===== src/rtl/wptr_full_ctrl_pkg.sv =====
`default_nettype none
// ============================================================================
//  Module      : wptr_full_ctrl_pkg
//  Description : Shared constants and width helpers for the async-FIFO
//                write-side pointer/flag controller. Holds the default address
//                width, the DEPTH derivation and the Gray/binary pointer width.
//  Revision    : 1.0  initial release
// ============================================================================
package wptr_full_ctrl_pkg;

    // Default FIFO address width (DEPTH = 8).
    localparam int c_DEFAULT_ADDR_WIDTH = 3;

    // Legal address width range for the controller.
    localparam int c_MIN_ADDR_WIDTH = 2;
    localparam int c_MAX_ADDR_WIDTH = 12;

    // Number of FIFO entries for a given address width.
    function automatic int calc_depth(input int addr_width);
        return 1 << addr_width;
    endfunction

    // Pointer width: one extra MSB distinguishes full from empty when the
    // low address bits coincide. Same width for Gray and binary forms.
    function automatic int calc_ptr_width(input int addr_width);
        return addr_width + 1;
    endfunction

    // Default almost-full threshold: two entries short of full.
    function automatic int calc_afull_default(input int addr_width);
        return calc_depth(addr_width) - 2;
    endfunction

endpackage : wptr_full_ctrl_pkg
`default_nettype wire


===== src/rtl/bin_to_gray_converter.sv =====
`default_nettype none
// ============================================================================
//  Module      : bin_to_gray_converter
//  Description : Purely combinational binary-to-Gray conversion.
//                Ports: i_bin  [WIDTH-1:0] binary input
//                       o_gray [WIDTH-1:0] reflected Gray code output
//  Revision    : 1.0  initial release
// ============================================================================
module bin_to_gray_converter #(
    parameter int WIDTH = 4
) (
    input  wire logic [WIDTH-1:0] i_bin,
    output logic      [WIDTH-1:0] o_gray
);

    assign o_gray = i_bin ^ (i_bin >> 1);

endmodule : bin_to_gray_converter
`default_nettype wire


===== src/rtl/gray_to_bin_converter.sv =====
`default_nettype none
// ============================================================================
//  Module      : gray_to_bin_converter
//  Description : Purely combinational Gray-to-binary conversion. Each binary
//                bit is the XOR of all Gray bits at and above its position.
//                Ports: i_gray [WIDTH-1:0] reflected Gray code input
//                       o_bin  [WIDTH-1:0] binary output
//  Revision    : 1.0  initial release
// ============================================================================
module gray_to_bin_converter #(
    parameter int WIDTH = 4
) (
    input  wire logic [WIDTH-1:0] i_gray,
    output logic      [WIDTH-1:0] o_bin
);

    for (genvar i = 0; i < WIDTH; i++) begin : g_bit
        assign o_bin[i] = ^i_gray[WIDTH-1:i];
    end

endmodule : gray_to_bin_converter
`default_nettype wire


===== src/rtl/wptr_full_ctrl.sv =====
`default_nettype none
// ============================================================================
//  Module      : wptr_full_ctrl
//  Description : Write-domain pointer and flag controller for an asynchronous
//                FIFO. Keeps the binary write pointer, produces the registered
//                RAM write address and Gray write pointer, and derives full,
//                almost-full, occupancy and a sticky overflow flag against the
//                read pointer already synchronised into wclk.
//
//  Ports       : wclk          write-domain clock (rising edge)
//                wrst          synchronous active-high reset
//                winc          write request
//                sync_rptr     Gray read pointer, synchronised to wclk
//                afull_thresh  almost-full level, 1..DEPTH (0 = use AFULL_RESET)
//                clr_ovf       clears the sticky overflow flag
//                waddr         registered RAM write address
//                wptr          registered Gray write pointer
//                wfull         registered full flag
//                wafull        registered almost-full flag
//                wlevel        registered write-side occupancy, 0..DEPTH
//                wovf          sticky overflow flag
//  Revision    : 1.0  initial release
// ============================================================================
module wptr_full_ctrl
    import wptr_full_ctrl_pkg::*;
#(
    parameter int ADDR_WIDTH  = c_DEFAULT_ADDR_WIDTH,
    parameter int AFULL_RESET = calc_afull_default(ADDR_WIDTH)
) (
    input  wire logic                  wclk,
    input  wire logic                  wrst,
    input  wire logic                  winc,
    input  wire logic [ADDR_WIDTH:0]   sync_rptr,
    input  wire logic [ADDR_WIDTH:0]   afull_thresh,
    input  wire logic                  clr_ovf,
    output logic      [ADDR_WIDTH-1:0] waddr,
    output logic      [ADDR_WIDTH:0]   wptr,
    output logic                       wfull,
    output logic                       wafull,
    output logic      [ADDR_WIDTH:0]   wlevel,
    output logic                       wovf
);

    localparam int c_PTR_W = calc_ptr_width(ADDR_WIDTH);

    localparam logic [c_PTR_W-1:0] c_AFULL_RESET = c_PTR_W'(AFULL_RESET);
    localparam logic [c_PTR_W-1:0] c_PTR_ZERO    = '0;

    // ------------------------------------------------------------------
    // Registered state
    // ------------------------------------------------------------------
    logic [c_PTR_W-1:0]    r_wbin;
    logic [ADDR_WIDTH-1:0] r_waddr;
    logic [c_PTR_W-1:0]    r_wptr;
    logic                  r_wfull;
    logic                  r_wafull;
    logic [c_PTR_W-1:0]    r_wlevel;
    logic                  r_wovf;

    // ------------------------------------------------------------------
    // Next-state datapath
    // ------------------------------------------------------------------
    logic                  w_accept;
    logic                  w_overflow;
    logic [c_PTR_W-1:0]    w_wbin_next;
    logic [c_PTR_W-1:0]    w_wgray_next;
    logic [c_PTR_W-1:0]    w_rbin;
    logic [c_PTR_W-1:0]    w_rptr_full_cmp;
    logic [c_PTR_W-1:0]    w_wlevel_next;
    logic [c_PTR_W-1:0]    w_thresh;
    logic                  w_wfull_next;
    logic                  w_wafull_next;
    logic                  w_wovf_next;

    // Acceptance looks only at the registered full flag, so a slot freed by
    // sync_rptr in this very cycle cannot admit the current write.
    assign w_accept   = winc & ~r_wfull;
    assign w_overflow = winc &  r_wfull;

    assign w_wbin_next = r_wbin + {c_PTR_ZERO[c_PTR_W-1:1], w_accept};

    bin_to_gray_converter #(
        .WIDTH (c_PTR_W)
    ) u_bin_to_gray (
        .i_bin  (w_wbin_next),
        .o_gray (w_wgray_next)
    );

    gray_to_bin_converter #(
        .WIDTH (c_PTR_W)
    ) u_gray_to_bin (
        .i_gray (sync_rptr),
        .o_bin  (w_rbin)
    );

    // In Gray code, "write pointer exactly one lap ahead of read pointer"
    // means the two MSBs differ and all lower bits match.
    assign w_rptr_full_cmp = {~sync_rptr[ADDR_WIDTH:ADDR_WIDTH-1],
                               sync_rptr[ADDR_WIDTH-2:0]};

    // An unprogrammed threshold register reads as zero, which is outside the
    // legal 1..DEPTH range; fall back to the reset-time threshold then.
    assign w_thresh = (afull_thresh == c_PTR_ZERO) ? c_AFULL_RESET : afull_thresh;

    always_comb begin
        w_wfull_next  = (w_wgray_next == w_rptr_full_cmp);
        // Modular subtraction; a stale read pointer can only over-report.
        w_wlevel_next = w_wbin_next - w_rbin;
        w_wafull_next = (w_wlevel_next >= w_thresh);
        // Set wins over clear when both happen in the same cycle.
        if (w_overflow) begin
            w_wovf_next = 1'b1;
        end else if (clr_ovf) begin
            w_wovf_next = 1'b0;
        end else begin
            w_wovf_next = r_wovf;
        end
    end

    // ------------------------------------------------------------------
    // Registers: pointer and every flag update on the same edge.
    // ------------------------------------------------------------------
    always_ff @(posedge wclk) begin
        if (wrst) begin
            r_wbin   <= '0;
            r_waddr  <= '0;
            r_wptr   <= '0;
            r_wfull  <= 1'b0;
            r_wafull <= 1'b0;
            r_wlevel <= '0;
            r_wovf   <= 1'b0;
        end else begin
            r_wbin   <= w_wbin_next;
            r_waddr  <= w_wbin_next[ADDR_WIDTH-1:0];
            r_wptr   <= w_wgray_next;
            r_wfull  <= w_wfull_next;
            r_wafull <= w_wafull_next;
            r_wlevel <= w_wlevel_next;
            r_wovf   <= w_wovf_next;
        end
    end

    assign waddr  = r_waddr;
    assign wptr   = r_wptr;
    assign wfull  = r_wfull;
    assign wafull = r_wafull;
    assign wlevel = r_wlevel;
    assign wovf   = r_wovf;

endmodule : wptr_full_ctrl
`default_nettype wire


===== config.mk =====
export PLATFORM = sky130hd
export DESIGN_NAME = wptr_full_ctrl
export DESIGN_NICKNAME = d
export VERILOG_FILES = /design/src/rtl/wptr_full_ctrl_pkg.sv /design/src/rtl/bin_to_gray_converter.sv /design/src/rtl/gray_to_bin_converter.sv /design/src/rtl/wptr_full_ctrl.sv
export SDC_FILE = /design/constraint.sdc
export NUM_CORES = 1
export LEC_CHECK = 0
export ABC_CLOCK_PERIOD_IN_PS = 3200
export CAP_MARGIN = 40
export CORE_MARGIN = 8
export CORE_UTILIZATION = 35
export DETAILED_ROUTE_END_ITERATION = 12
export PLACE_DENSITY = 0.63
export SLEW_MARGIN = 20
export SYNTH_ARGS = -nofsm -noshare
export SYNTH_HDL_FRONTEND = slang
export SYNTH_HIERARCHICAL = 1
export SYNTH_SLANG_ARGS = --single-unit

===== constraint.sdc =====
create_clock -name wclk -period 3.2 [get_ports wclk]
set_clock_uncertainty 0.15 [all_clocks]
set_input_delay 0.8 -clock wclk [delete_from_list [all_inputs] [get_ports wclk]]
set_output_delay 0.8 -clock wclk [all_outputs]
set_load 0.05 [all_outputs]

; ---- Yosys cells after proc, flatten, opt, wreduce, memory -nomap -nowiden
; Index checks and enable logic that the tools add are counted.
[op_classes]
n_addsub = 2
order_cmp = 1
n_eq_ne = 1
muxes = 3
n_bitwise = 5
reduce_logical = 5
[ops]
columns = operator, n
row1 = $add 4x1->4, 1
row2 = $eq 4x4->1, 1
row3 = $ge 4x4->1, 1
row4 = $logic_not 4->1, 1
row5 = $mux 4, 1
row6 = $reduce_xor 4->1, 1
row7 = $sub 4x4->4, 1
row8 = $xor 4x3->4, 1
row9 = $reduce_xor 3->1, 1
row10 = $and 1x1->1, 2
row11 = $mux 1, 2
row12 = $not 2->2, 1
row13 = $reduce_bool 2->1, 1
row14 = $reduce_xor 2->1, 1
row15 = $not 1->1, 1
[totals]
reg_bits = 18
out_inout_bits = 14
word_cells = 24

; ---- Longest topological paths before layout
[logic_depth]
depth_word = 5
mapped_depth = 11
depth_no_buf = 11

; ---- Hierarchy
; The synthesis kept the hierarchy.
[by_module_without_submodules]
columns = module, instances, cells_each, area_per_inst_um2
row1 = wptr_full_ctrl, 1, 81, 763.2
row2 = gray_to_bin_converter, 1, 5, 50.0
row3 = bin_to_gray_converter, 1, 4, 33.8

; ---- Least setup slack after synthesis
; OpenSTA, ideal clock, no wires.
[synth_path]
kind = input to register
start = input port winc
end = register r_wafull, in the netlist wafull
arrival_time_ns = 2.829
setup_slack_ns = 0.090
path_stages = 11
path_buffers = 0
cell_sequence = nor2b_1 > ha_1 > ha_1 > ha_1 > nor2b_1 > o21ai_0 > nand2_1 > xor2_1 > ha_1 > a211oi_1 > nor3_1
[synth_between]
elab_chain_len = 4
[synth_rtl]
columns = item, line_no
row1 = "start, declared", wptr_full_ctrl.sv:32  ; input wire logic winc,
row2 = $and 1x1->1, wptr_full_ctrl.sv:77  ; assign w_accept = winc & ~r_wfull;
row3 = $add 4x1->4, wptr_full_ctrl.sv:80  ; assign w_wbin_next = r_wbin + {c_PTR_ZERO[c_PTR_W-1:1], w_accept};
row4 = net w_wbin_next[1], wptr_full_ctrl.sv:65  ; logic [c_PTR_W-1:0] w_wbin_next;
row5 = $sub 4x4->4, wptr_full_ctrl.sv:108  ; w_wlevel_next = w_wbin_next - w_rbin;
row6 = net w_wlevel_next[3], wptr_full_ctrl.sv:69  ; logic [c_PTR_W-1:0] w_wlevel_next;
row7 = $ge 4x4->1, wptr_full_ctrl.sv:109  ; w_wafull_next = (w_wlevel_next >= w_thresh);
row8 = "end signal, assigned", wptr_full_ctrl.sv:137  ; r_wafull <= w_wafull_next;
row9 = "end, declared", wptr_full_ctrl.sv:56  ; logic r_wafull;
; The timed path passes the listed nets, and every way through them passes these cells.
; A chain may end at the register's enable or synchronous reset.

; ---- Worst setup path in the final report
[layout_path]
start = input port sync_rptr[2]
end = register r_wafull, in the netlist wafull
[layout_between]
elab_chain_len = 3
elab_cells_between_ends = 5
[layout_rtl]
columns = item, line_no
row1 = "start, declared", wptr_full_ctrl.sv:33  ; input wire logic [ADDR_WIDTH:0] sync_rptr,
row2 = $reduce_xor 2->1, gray_to_bin_converter.sv:18  ; assign o_bin[i] = ^i_gray[WIDTH-1:i];
row3 = net w_rbin[2], wptr_full_ctrl.sv:67  ; logic [c_PTR_W-1:0] w_rbin;
row4 = $sub 4x4->4, wptr_full_ctrl.sv:108
row5 = $ge 4x4->1, wptr_full_ctrl.sv:109
; The timed path passes the listed nets, and every way through them passes these cells.

==> metrics.md <==
| Metric | Value |
|---|---|
| Status | completed |
| Routed length per placed instance | approximately 12 µm |
| DR vias/cell | approximately 4.5 |
| Register-to-Register Path Depth | 10 |
| Number of enable flip-flop cells after synthesis | 0 |
| Achievable Freq | approximately 0.33 GHz |
| Adder-cell share of the synthesized area | 0.157 |
| TritonCTS clock tree | built |
| Most repeated cell in the gate-level netlist after synthesis | sky130_fd_sc_hd__dfxtp_1 |
| Total clock sinks | 15 |
| Data required, critical path | roughly 3200 ps |
| Detailed-router iteration count before antenna repair | 4 |
| # DRC | 0 |
| Width of the chip | approximately 65 µm |
| Portion of the clock cycle consumed by the worst path in the final layout | 0.935 |
| Initial antenna violation count | 0 |
| Power Density | 523 nW/µm² |
| Diodes inserted | 0 |
| DIE HEIGHT | between 60 and 70 µm |
| Transition time at the pin with the least slew margin | roughly 500 ps |
| Crit-path max FO | 3 |
| Area fraction in compound gates after synthesis | 0.0665 |
| Sequential-to-total area share from yosys stat | 0.355 |
| Global-route total usage across every layer | 0.0903 |
| Number of warnings reported in the yosys synthesis log | 6 |
| Global-route congestion overflow total | 0 |
| Hold violation count in the final report | 0 |
| Clock H-tree levels | 1 |
| Worst skew pair latency | roughly 280 ps |
| Clock Root Buffer | sky130_fd_sc_hd__clkbuf_4 |
| Worst Setup Path Type | in -> reg |
| Total setup buffers inserted after CTS | 0 |
| Largest family of logic cells by synthesized area | simple AND/OR/NAND/NOR gates |
| NumNets Final | ~150 |
| Flop and latch count out of synthesis | 15 |
| Main flop type after synthesis | sky130_fd_sc_hd__dfxtp_1 |
| Utilization of the core after routing | 0.534 |
| Hold WC Path Type | reg -> reg |
| Fillcell total | approximately 230 |
| Setup-failing EPs final | 0 |
| Area of the mapped netlist | about 850 µm² |
| Max_cap viols | 0 |
| Share of layout cells above drive strength 1 | 0.200 |
| Buffers on Ports | 25 |
| Ys async rst share | 0 |
| Headroom to the max-slew limit | 0.663 |
| Number of buffers on the longest clock path | 2 |
| Number of nets produced by synthesis | about 110 |
| Worst supply voltage drop on vdd | ~340 µV |
| Critical Path Start Type | input port |
| Wire length of the first global-routing pass | ~3 mm |
| CTS clk-pin slew, worst paths | around 90 ps |
| Share of the synthesized netlist area taken by xor and xnor gates | 0.161 |
| Multiplexer area fraction after synthesis | 0 |
| Top cells by instance count after synthesis | sky130_fd_sc_hd__dfxtp_1, sky130_fd_sc_hd__ha_1, sky130_fd_sc_hd__inv_1 |
| HPWL after detailed placement | around 1.4 mm |
| Core outline area | about 2400 µm² |
| Cells taking the most area after synthesis | sky130_fd_sc_hd__dfxtp_1, sky130_fd_sc_hd__ha_1, sky130_fd_sc_hd__xor2_1 |
| Post-Synth Simple-Gate Area | 0.173 |
| Violation count after the first detailed-route iteration | 10 |
| Total chip power | ~0.67 mW |
| Count of different cell masters after synthesis | 25 |
| Total vias in the final route | slightly below 700 |
| Number of global-route vias before repair | between 700 and 800 |
| Number of buffers created by CTS | 3 |
| Maximum number of pins on one net before global-route repair | 14 |
| Number of instances in the synthesized netlist | 90 |
| Endpoint arrival time on the critical path | about 3000 ps |
| Post-Syn Area per Cell | around 9.4 µm² |
| Antenna viol nets, final | 0 |
| Count of cells along the worst hold path | 2 |
| IO Pins | 26 |
| RSZ-0062 raised after global routing | false |
| Initial core utilization | 0.355 |
| Top-area cell type share of the netlist area | 0.355 |
| Detailed-route wire length | roughly 1.8 mm |
| Number of slew-limit violations in the final report | 0 |
| Die footprint | around 4300 µm² |
| Most area-hungry cell type in the Yosys netlist | sky130_fd_sc_hd__dfxtp_1 |
| Post-layout min period | 2990 ps |
| Crit path capture type | flip-flop |
| Total leakage power | 0.597 nW |
| Area growth from synthesis to layout | 50.4% |
| Number of rows created at floorplan | 18 |
| Placer Congestion | 0.789 |
per-stage QoR:
step                      hold WS, ps  TNS (ps)  worst slack (ps)  area, µm²  std cells
after global placement            309      -303              -303       1190        151
final                             337         0               209       1270        155
after floorplan                   478         0              89.7        847         90
after global routing              359         0              93.1       1270        155
after CTS                         331         0              9.93       1220        155
after detailed placement          317      -353              -353       1190        151
cell usage in the layout (no fill, tap or decap):
cell / count
sky130_fd_sc_hd__a211o_1: 1
sky130_fd_sc_hd__a211oi_2: 1
sky130_fd_sc_hd__a21o_1: 1
sky130_fd_sc_hd__a21oi_1: 2
sky130_fd_sc_hd__and2_1: 3
sky130_fd_sc_hd__buf_4: 13
sky130_fd_sc_hd__clkbuf_1: 1
sky130_fd_sc_hd__clkbuf_4: 3
sky130_fd_sc_hd__clkdlybuf4s50_1: 20
sky130_fd_sc_hd__dfxtp_1: 15
sky130_fd_sc_hd__dlygate4sd2_1: 2
sky130_fd_sc_hd__dlymetal6s2s_1: 3
sky130_fd_sc_hd__fa_1: 1
sky130_fd_sc_hd__ha_1: 6
sky130_fd_sc_hd__ha_2: 1
sky130_fd_sc_hd__ha_4: 2
sky130_fd_sc_hd__inv_1: 7
sky130_fd_sc_hd__inv_2: 1
sky130_fd_sc_hd__nand2_1: 5
sky130_fd_sc_hd__nand2b_1: 2
sky130_fd_sc_hd__nand3_1: 1
sky130_fd_sc_hd__nand4_1: 1
sky130_fd_sc_hd__nor2_1: 7
sky130_fd_sc_hd__nor2b_1: 6
sky130_fd_sc_hd__nor2b_4: 1
sky130_fd_sc_hd__nor3_1: 3
sky130_fd_sc_hd__o2111ai_1: 1
sky130_fd_sc_hd__o21ai_1: 1
sky130_fd_sc_hd__o221ai_1: 1
sky130_fd_sc_hd__xnor2_1: 3
sky130_fd_sc_hd__xnor2_2: 1
sky130_fd_sc_hd__xor2_1: 6
sky130_fd_sc_hd__xor2_2: 2
sky130_fd_sc_hd__xor3_1: 1
worst paths after layout:
path	start	to	slack [ps]
min reg2reg	wovf	wovf	340
min	wovf	wovf	340
max reg2reg	wfull	wafull	720
max	sync_rptr[2]	wafull	210
state kept, by name (all words and copies together) (netlist names):
name	flops
wovf	1
wfull	1
wlevel	4
wafull	1
r_wbin	4
wptr	4
critical path: stages:
cell,delay (ps)
sky130_fd_sc_hd__dlygate4sd2_1,270
sky130_fd_sc_hd__xor2_2,270
sky130_fd_sc_hd__xnor2_1,160
sky130_fd_sc_hd__ha_2,200
sky130_fd_sc_hd__inv_1,50
sky130_fd_sc_hd__fa_1,480
sky130_fd_sc_hd__ha_1,290
sky130_fd_sc_hd__a21o_1,200
sky130_fd_sc_hd__a211oi_2,200
sky130_fd_sc_hd__nor3_1,70
layer usage:
| layer | up-vias | track usage | wire length (µm) |
|---|---|---|---|
| met4 | 0 | 0.0327 | 0 |
| met5 | - | 0 | 0 |
| met3 | 0 | 0.0357 | 180 |
| met1 | 316 | 0.0970 | 763 |
| li1 | 358 | - | - |
| met2 | 21 | 0.156 | 882 |
kinds of logic (layout without fill, tap and decap cells):
logic type | after synthesis | after routing
AND/OR/NAND/NOR | 29 | 29
flip-flops | 15 | 15
buffers and inverters | 15 | 50
XOR/XNOR | 13 | 13
adder cells (fa/ha/maj) | 10 | 10
AO/OA/AOI/OAI | 8 | 8
final cells by class:
cell class              instances  area [µm²]  share of cell area
clock buffers                   4        26.3              0.0206
inverters                       8        30.0              0.0236
well taps                      30        37.5              0.0295
repair buffers                 38         353               0.277
multi-input cells              60         527               0.414
flip-flops and latches         15         300               0.236
what timing repair did:
action | 4_1_cts | 5_1_grt
pin swaps | 1 | 4
hold buffers | 0 | 0
endpoints found under the setup margin | 1 | 1
gates resized for setup | 6 | 9
where the power goes:
part | leakage (nW) | internal (mW) | switching [mW] | total (mW)
Sequential | 0.123 | 0.211 | 0.0100 | 0.221
Combinational | 0.459 | 0.154 | 0.185 | 0.338
Clock | 0.0150 | 0.0483 | 0.0582 | 0.106
No activity file was read; power rests on OpenSTA's default activity.
